## config.mk

```make
export PLATFORM = sky130hd
export DESIGN_NAME = multicycle_control_unit_flat
export DESIGN_NICKNAME = d
export VERILOG_FILES = /design/src/rtl/multicycle_control_unit_if.sv /design/src/rtl/multicycle_control_unit.sv /design/src/flat_wrapper.sv
export SDC_FILE = /design/constraint.sdc
export NUM_CORES = 1
export LEC_CHECK = 0
export CAP_MARGIN = 5
export CORE_ASPECT_RATIO = 1.2
export CORE_MARGIN = 4
export CORE_UTILIZATION = 32
export DETAILED_ROUTE_END_ITERATION = 10
export HOLD_SLACK_MARGIN = 0.1
export MAX_ROUTING_LAYER = met4
export PLACE_DENSITY = 0.89
export RECOVER_POWER = 100
export SLEW_MARGIN = 0
export SYNTH_ARGS = -nofsm -noshare
export SYNTH_HDL_FRONTEND = slang
export SYNTH_SLANG_ARGS = --single-unit
```

## constraint.sdc

```tcl
create_clock -name clk -period 1.49 [get_ports clk]
set_input_delay 0.2235 -clock clk [delete_from_list [all_inputs] [get_ports clk]]
set_output_delay 0.2235 -clock clk [all_outputs]
set_load 0.005 [all_outputs]
```

## src/rtl/multicycle_control_unit_if.sv

```systemverilog
// Control-unit boundary: instruction fields, flags and memory handshake in; datapath mux selects and enables out.
// master = control unit, slave = datapath/memory side.
interface multicycle_control_unit_if #(
  parameter int TIPO_W   = 2,
  parameter int OP_W     = 2,
  parameter int ALUCTL_W = 3,
  parameter int CNT_W    = 32
);
  logic [TIPO_W-1:0]   tipo;
  logic [OP_W-1:0]     op;
  logic                Inm;
  logic                zero;
  logic                mem_ready;
  logic                mem_req;
  logic                mem_write;
  logic                adr_src;
  logic                ir_write;
  logic                pc_write;
  logic                reg_write;
  logic [1:0]          imm_src;
  logic [1:0]          alu_src_a;
  logic [1:0]          alu_src_b;
  logic [1:0]          result_src;
  logic [ALUCTL_W-1:0] alu_control;
  logic                illegal;
  logic [3:0]          state_dbg;
  logic [CNT_W-1:0]    instr_count;

  modport master (
    input  tipo, op, Inm, zero, mem_ready,
    output mem_req, mem_write, adr_src, ir_write, pc_write, reg_write,
           imm_src, alu_src_a, alu_src_b, result_src, alu_control,
           illegal, state_dbg, instr_count
  );

  modport slave (
    output tipo, op, Inm, zero, mem_ready,
    input  mem_req, mem_write, adr_src, ir_write, pc_write, reg_write,
           imm_src, alu_src_a, alu_src_b, result_src, alu_control,
           illegal, state_dbg, instr_count
  );
endinterface

```

## src/rtl/multicycle_control_unit.sv

```systemverilog
// Multicycle FSM controller sharing one memory port and ALU; CU_INSTR_COUNT_EN adds a retired-instruction counter.
// Latency 2..5 cycles per instruction; every mem_ready=0 cycle in FETCH/MEMRD/MEMWR holds the state one extra cycle.
module multicycle_control_unit #(
  parameter int TIPO_W   = 2,
  parameter int OP_W     = 2,
  parameter int ALUCTL_W = 3,
  parameter int CNT_W    = 32
) (
  input  logic                    clk,
  input  logic                    rst,
  multicycle_control_unit_if.master bus
);

  typedef enum logic [3:0] {
    FETCH  = 4'd0,
    DECODE = 4'd1,
    MEMADR = 4'd2,
    MEMRD  = 4'd3,
    MEMWB  = 4'd4,
    MEMWR  = 4'd5,
    EXEC_R = 4'd6,
    EXEC_I = 4'd7,
    ALUWB  = 4'd8,
    BRANCH = 4'd9
  } state_t;

  localparam logic [ALUCTL_W-1:0] ALU_ADD = ALUCTL_W'(0);
  localparam logic [ALUCTL_W-1:0] ALU_SUB = ALUCTL_W'(1);

  state_t state, nxt;

  always_ff @(posedge clk or posedge rst) begin
    if (rst) state <= FETCH;
    else     state <= nxt;
  end

  always_comb begin
    nxt = FETCH;
    case (state)
      FETCH:  nxt = bus.mem_ready ? DECODE : FETCH;
      DECODE: begin
        if (bus.tipo == TIPO_W'(0))      nxt = bus.Inm ? EXEC_I : EXEC_R;
        else if (bus.tipo == TIPO_W'(1)) nxt = MEMADR;
        else if (bus.tipo == TIPO_W'(2)) nxt = BRANCH;
        else                             nxt = FETCH;
      end
      MEMADR: nxt = bus.op[0] ? MEMRD : MEMWR;
      MEMRD:  nxt = bus.mem_ready ? MEMWB : MEMRD;
      MEMWR:  nxt = bus.mem_ready ? FETCH : MEMWR;
      EXEC_R: nxt = ALUWB;
      EXEC_I: nxt = ALUWB;
      default: nxt = FETCH;
    endcase
  end

  // Enables that commit architectural state are masked while reset is held,
  // since the async reset parks the FSM in FETCH where mem_ready could fire them.
  always_comb begin
    bus.mem_req     = 1'b0;
    bus.mem_write   = 1'b0;
    bus.adr_src     = 1'b0;
    bus.ir_write    = 1'b0;
    bus.pc_write    = 1'b0;
    bus.reg_write   = 1'b0;
    bus.imm_src     = 2'b00;
    bus.alu_src_a   = 2'b00;
    bus.alu_src_b   = 2'b00;
    bus.result_src  = 2'b00;
    bus.alu_control = ALU_ADD;
    bus.illegal     = 1'b0;
    case (state)
      FETCH: begin
        bus.mem_req    = 1'b1;
        bus.alu_src_b  = 2'b10;
        bus.result_src = 2'b10;
        bus.ir_write   = bus.mem_ready & ~rst;
        bus.pc_write   = bus.mem_ready & ~rst;
      end
      DECODE: begin
        bus.alu_src_a = 2'b01;
        bus.alu_src_b = 2'b01;
        bus.imm_src   = 2'b10;
        bus.illegal   = (bus.tipo == TIPO_W'(3));
      end
      MEMADR: begin
        bus.alu_src_a = 2'b10;
        bus.alu_src_b = 2'b01;
        bus.imm_src   = 2'b01;
      end
      MEMRD: begin
        bus.mem_req = 1'b1;
        bus.adr_src = 1'b1;
      end
      MEMWR: begin
        bus.mem_req   = 1'b1;
        bus.adr_src   = 1'b1;
        bus.mem_write = bus.mem_ready & ~rst;
      end
      MEMWB: begin
        bus.result_src = 2'b01;
        bus.reg_write  = ~rst;
      end
      EXEC_R: begin
        bus.alu_src_a   = 2'b10;
        bus.alu_control = ALUCTL_W'(bus.op);
      end
      EXEC_I: begin
        bus.alu_src_a   = 2'b10;
        bus.alu_src_b   = 2'b01;
        bus.alu_control = ALUCTL_W'(bus.op);
      end
      ALUWB: bus.reg_write = ~rst;
      BRANCH: begin
        bus.alu_src_a   = 2'b10;
        bus.alu_control = ALU_SUB;
        bus.pc_write    = ~rst & ((bus.op == OP_W'(0)) | ((bus.op == OP_W'(1)) & bus.zero));
      end
      default: ;
    endcase
  end

  assign bus.state_dbg = state;

`ifdef CU_INSTR_COUNT_EN
  logic             retire;
  logic [CNT_W-1:0] cnt;

  assign retire = (state == MEMWB) || (state == ALUWB) || (state == BRANCH) ||
                  ((state == MEMWR) && bus.mem_ready);

  always_ff @(posedge clk or posedge rst) begin
    if (rst)         cnt <= '0;
    else if (retire) cnt <= cnt + CNT_W'(1);
  end

  assign bus.instr_count = cnt;
`else
  assign bus.instr_count = '0;
`endif

endmodule
```

## src/flat_wrapper.sv

```systemverilog
// flat-port wrapper written by rule: the top's interface ports become plain ports
module multicycle_control_unit_flat 
#(
  parameter int TIPO_W   = 2,
  parameter int OP_W     = 2,
  parameter int ALUCTL_W = 3,
  parameter int CNT_W    = 32
)
  (clk, rst, bus_tipo, bus_op, bus_Inm, bus_zero, bus_mem_ready, bus_mem_req, bus_mem_write, bus_adr_src, bus_ir_write, bus_pc_write, bus_reg_write, bus_imm_src, bus_alu_src_a, bus_alu_src_b, bus_result_src, bus_alu_control, bus_illegal, bus_state_dbg, bus_instr_count);
  multicycle_control_unit_if #(.TIPO_W(TIPO_W), .OP_W(OP_W), .ALUCTL_W(ALUCTL_W), .CNT_W(CNT_W)) bus_i ();
  input  logic clk;
  input  logic rst;
  input wire logic [$bits(bus_i.tipo)-1:0] bus_tipo;
  input wire logic [$bits(bus_i.op)-1:0] bus_op;
  input wire logic [$bits(bus_i.Inm)-1:0] bus_Inm;
  input wire logic [$bits(bus_i.zero)-1:0] bus_zero;
  input wire logic [$bits(bus_i.mem_ready)-1:0] bus_mem_ready;
  output wire logic [$bits(bus_i.mem_req)-1:0] bus_mem_req;
  output wire logic [$bits(bus_i.mem_write)-1:0] bus_mem_write;
  output wire logic [$bits(bus_i.adr_src)-1:0] bus_adr_src;
  output wire logic [$bits(bus_i.ir_write)-1:0] bus_ir_write;
  output wire logic [$bits(bus_i.pc_write)-1:0] bus_pc_write;
  output wire logic [$bits(bus_i.reg_write)-1:0] bus_reg_write;
  output wire logic [$bits(bus_i.imm_src)-1:0] bus_imm_src;
  output wire logic [$bits(bus_i.alu_src_a)-1:0] bus_alu_src_a;
  output wire logic [$bits(bus_i.alu_src_b)-1:0] bus_alu_src_b;
  output wire logic [$bits(bus_i.result_src)-1:0] bus_result_src;
  output wire logic [$bits(bus_i.alu_control)-1:0] bus_alu_control;
  output wire logic [$bits(bus_i.illegal)-1:0] bus_illegal;
  output wire logic [$bits(bus_i.state_dbg)-1:0] bus_state_dbg;
  output wire logic [$bits(bus_i.instr_count)-1:0] bus_instr_count;
  assign bus_i.tipo = bus_tipo;
  assign bus_i.op = bus_op;
  assign bus_i.Inm = bus_Inm;
  assign bus_i.zero = bus_zero;
  assign bus_i.mem_ready = bus_mem_ready;
  assign bus_mem_req = bus_i.mem_req;
  assign bus_mem_write = bus_i.mem_write;
  assign bus_adr_src = bus_i.adr_src;
  assign bus_ir_write = bus_i.ir_write;
  assign bus_pc_write = bus_i.pc_write;
  assign bus_reg_write = bus_i.reg_write;
  assign bus_imm_src = bus_i.imm_src;
  assign bus_alu_src_a = bus_i.alu_src_a;
  assign bus_alu_src_b = bus_i.alu_src_b;
  assign bus_result_src = bus_i.result_src;
  assign bus_alu_control = bus_i.alu_control;
  assign bus_illegal = bus_i.illegal;
  assign bus_state_dbg = bus_i.state_dbg;
  assign bus_instr_count = bus_i.instr_count;
  multicycle_control_unit #(.TIPO_W(TIPO_W), .OP_W(OP_W), .ALUCTL_W(ALUCTL_W), .CNT_W(CNT_W)) u_core (.clk(clk), .rst(rst), .bus(bus_i));
endmodule
```

Word-level counts from Yosys, hierarchy flattened
Index checks and enable logic that the tools add are counted.

storage, ports and cells
  logic and storage cells = 49
  output and inout port bits = 54
  input port bits = 9
  bits in registers = 4

operators by class
  mux-type cells = 21
  bitwise gates (word level) = 5
  reduce and logical (&&, ||, !) cells = 9
  equality and inequality tests = 13

operators by type and width
  kind                                                                    count
  4-bit one-hot mux with 6 select lines                                   1
  2-bit one-hot mux with 2 select lines                                   5
  4-bit by 3-bit equality test with 1-bit output (second input constant)  4
  4-bit 2-to-1 mux                                                        3
  3-bit 2-to-1 mux                                                        3
  4-bit by 2-bit equality test with 1-bit output (second input constant)  2
  4-bit equality test (second input constant)                             2
  1-bit 2-to-1 mux                                                        8
  2-bit OR reduction                                                      3
  3-bit OR reduction                                                      2
  2-bit by 1-bit equality test with 1-bit output (second input constant)  2
  2-bit equality test (second input constant)                             2
  4-bit by 1-bit equality test with 1-bit output (second input constant)  1
  2-bit zero test                                                         2
  4-bit zero test                                                         1
  4-bit OR reduction                                                      1
  1-bit AND                                                               3
  1-bit one-hot mux with 2 select lines                                   1
  1-bit NOT                                                               1
  1-bit OR                                                                1

Logic depth before layout (Yosys ltp)
  word-level depth = 5
  gate-level depth with buffers = 6
  gate-level depth less buffers = 4

Worst setup path after synthesis
No wires, ideal clock.

  path kind = flip-flop to output port
  start point = register u_core.state[3] (netlist: u_core.bus.state_dbg[3])
  end point = output bus_reg_write
  required time = 1.266 ns
  stages on the path, launching flop included = 4
  setup slack = 0.133 ns
  arrival time = 1.133 ns
  buffers on the path = 1
  cell sequence = dfrtp_1 > buf_2 > nand2b_1 > a2111oi_1

between the ends
  cells in the longest elaborated chain, start to end = 3
  elaborated cells on any way between the ends = 4
  classes of those cells = eq/ne: 2; mux: 1; reduce/logical: 1

ends and longest elaborated chain
  item                                                                                   line                           source
  from (decl)                                                                            multicycle_control_unit.sv:30  state_t state, nxt;
  from (signal assigned)                                                                 multicycle_control_unit.sv:34  else state <= nxt;
  4-bit equality test or 4-bit by 3-bit equality test with 1-bit output (tied branches)  multicycle_control_unit.sv:71  case (state)
  2-bit OR reduction (no line) *                                                         -
  1-bit 2-to-1 mux *                                                                     -
  to (decl)                                                                              flat_wrapper.sv:23             output wire logic [$bits(bus_i.reg_write)-1:0] bus_reg_write;

Mark *: on every way between the ends. The rest lies on a longest branch, timed or not.

Final worst setup path
  start point = register u_core.state[2] (netlist: u_core.bus.state_dbg[2])
  end point = output bus_mem_write

between the ends
  cells in the longest elaborated chain, start to end = 2

ends and longest elaborated chain
  item                                            line                           source
  4-bit by 3-bit equality test with 1-bit output  multicycle_control_unit.sv:71
  1-bit 2-to-1 mux                                multicycle_control_unit.sv:71
  to (decl)                                       flat_wrapper.sv:19             output wire logic [$bits(bus_i.mem_write)-1:0] bus_mem_write;

Every way passes these cells.

==> flow_metrics.tcl <==
set metrics [dict create \
    start_kind "flop" \
    floorplan.core_area_mm2 0.00214 \
    reg2reg_setup_slack_ns -0.08 \
    worst_case_clock_buffer_depth 2 \
    crit_type "reg -> out" \
    rsz_0062_raised_after_global_routing "yes" \
    synth.ff_latch_count 4 \
    worstPathRequired_ns 1.27 \
    clk_latency_ns 0.25 \
    ios 63 \
    synth_top_cell_by_area "buf_4" \
    hold_violations 0 \
    post_synthesis_mean_instance_area_um2 7.03 \
    grt_first_pass_wirelength_um 4050 \
    cts.clk_slew.worst_paths_ns 0.05 \
    holdCritPathClass "in -> async" \
    finClkSkew_ns 0.0105 \
    detailed_place.area_mm2 0.00107 \
    synth_commonest_cells "buf_4 (34), nor2_1 (9)" \
    grt_pass1_vias 869 \
    drv_cap 0 \
    synth-edff-count 0 \
    timing.final.setup_violations 19 \
    kind_of_end_point_of_the_critical_path "primary output" \
    timing.critical_path.fanout_max 4 \
    fin_ws_ns -0.211 \
    tritoncts_clock_tree "built" \
    endpoint_arrival_time_on_the_critical_path_ns 1.48 \
    yosys.cell_count.top_type "buf_4" \
    htree_num_levels 1 \
    critical_path.reg2reg.startpoint "u_core.bus.state_dbg[1]" \
    n_antenna_cell 0 \
    first_pass_iters 4 \
    timing.final.crit_share_pct 114 \
    holdBufCountCts 0 \
    synthTopCellsByArea "buf_4 (35%), dfrtp_1 (14%), nand2b_1 (5.1%)" \
    fp-row-count 18 \
    port-buffer-count 29 \
    max_clock_freq_mhz 588 \
    fin_area_mm2 0.00142 \
    final.min_clock_period_ns 1.70 \
    drt-total-wl_um 3010 \
    detailedPlacementHpwl_um 1590 \
    finish.net_count 182 \
    ant_nets 0 \
    rr_endpoint "u_core.bus.state_dbg[3]" \
    violations "setup timing" \
    hold_slack_ns 0.612 \
    yosys.area.top_type_share_pct 34.6 \
    flow.area_growth_from_synthesis_pct 92.2 \
    slew_violations 0 \
    largest_register_ff_count 4 \
    reg2reg_depth 5 \
    yosys_warnings 0 \
    final_layout_size_suffix_gt1_share_pct 53.2 \
    overall_die_height_um 60.6 \
    power_leakage_nw 0.701 \
    num_cts_buffers 3 \
    cellPowerDensity_mw_per_mm2 1750 \
    grt.total_usage_pct 17.8 \
    worst_ir_drop_vdd_mv 0.873 \
    dr_total_vias 933 \
    die_area_mm2 0.00314 \
    syn-instance-count 105 \
    run_status "complete, but fails checks" \
    dr.first_iter.drc_count 25 \
    initial_utilization_pct 34.5 \
    async_reset_ff_share_pct 100 \
    clock_tree.root_cell "clkbuf_4" \
    overflow 0 \
    place.gp.congestion 0.809 \
    synth-main-ff-cell "dfrtp_1" \
    tritoncts_num_sinks 4 \
    syn-cell-area_um2 738 \
    maximum_number_of_pins_on_one_net_before_global_route_repair 15 \
    library_cells_used_by_synthesis 28 \
    routed_wire_length_per_instance_um 15.0 \
    total_drc_errors_in_the_routed_layout 0 \
    synth_sequential_area_ratio_pct 13.6 \
    antenna_violations_before_repair 0 \
    vias_per_cell 4.64 \
    chipWidth_um 51.8 \
]
[how the worst max path moves through the flow]
stage,from,to,slack [ns],cells past startpoint
floorplan,u_core.bus.state_dbg[3],bus_reg_write,0.13,3
CTS,u_core.bus.state_dbg[1],bus_alu_src_b[0],-0.16,8
finish,u_core.bus.state_dbg[2],bus_mem_write,-0.21,5
global placement,bus_zero,bus_pc_write,-0.40,6
detailed placement,bus_mem_ready,bus_pc_write,-0.42,5
global route,u_core.bus.state_dbg[2],bus_mem_write,-0.26,5
[kinds of logic (layout without fill, tap and decap cells)]
family | after synthesis | in the layout | share of synthesized area, %
and+or+nand+nor | 38 | 38 | 28.8
buffers and inverters | 46 | 80 | 42.7
xor gates and xnor gates | 1 | 1 | 1.19
DFF | 4 | 4 | 13.6
AOI/OAI and AO/OA | 15 | 15 | 13.2
other | 1 | 33 | 0.508
[per-layer routing]
metal / wire (um) / global-route usage [%]
met1: 1070 / 18.3
met2: 1700 / 35.2
met3: 184 / 0.737
met4: 55 / 6.37
met5: 0 / -
[critical path, stage by stage (launching register included)]
cell,delay (ns)
dfrtp_2,0.43
buf_4,0.15
nand2b_1,0.12
buf_4,0.17
nor4b_2,0.20
buf_2,0.16
[report_power, final]
part	leakage [nW]	total [mW]	switching [mW]	internal [mW]
logic	0.641	2.11	0.893	1.22
registers	0.0465	0.235	0.0776	0.158
clock network	0.0138	0.144	0.0536	0.0907
total	0.701	2.49	1.02	1.46
[layout by cell type (no fill, tap or decap), types with 3 or more instances in the layout]
cell / instances
a21oi_1: 5
buf_2: 13
buf_4: 22
buf_6: 21
clkbuf_4: 3
clkdlybuf4s50_1: 7
conb_1: 33
dfrtp_2: 4
inv_1: 4
nand2_1: 5
nand2b_1: 3
nand2b_4: 3
nor2_1: 8
nor3_1: 3
[layout make-up]
class	instances	area, um^2
sequential	4	105
multi-input combinational	87	603
tap	30	37.5
inverter	4	15.0
timing repair buffer	73	636
fill	175	721
clock buffer	3	22.5
[metrics by stage]
stage	setup TNS (ns)	cells	util (%)	setup slack, ns	total power [mW]
5_1_grt	-3.10	201	66.3	-0.256	2.62
3_3_place_gp	-3.84	179	50.2	-0.397	1.55
4_1_cts	-1.42	199	61.8	-0.158	2.20
6_report	-2.33	201	66.3	-0.211	2.49
3_5_place_dp	-4.20	179	50.2	-0.422	1.57
2_1_floorplan	0	137	-	0.133	0.856
[repair_timing]
item	4_1_cts	5_1_grt
gates cloned	1	0
setup endpoints to repair	21	18
setup buffers	17	3
gates resized for setup	108	20
pin swaps	11	7
Power figures use the tool's default switching activity.
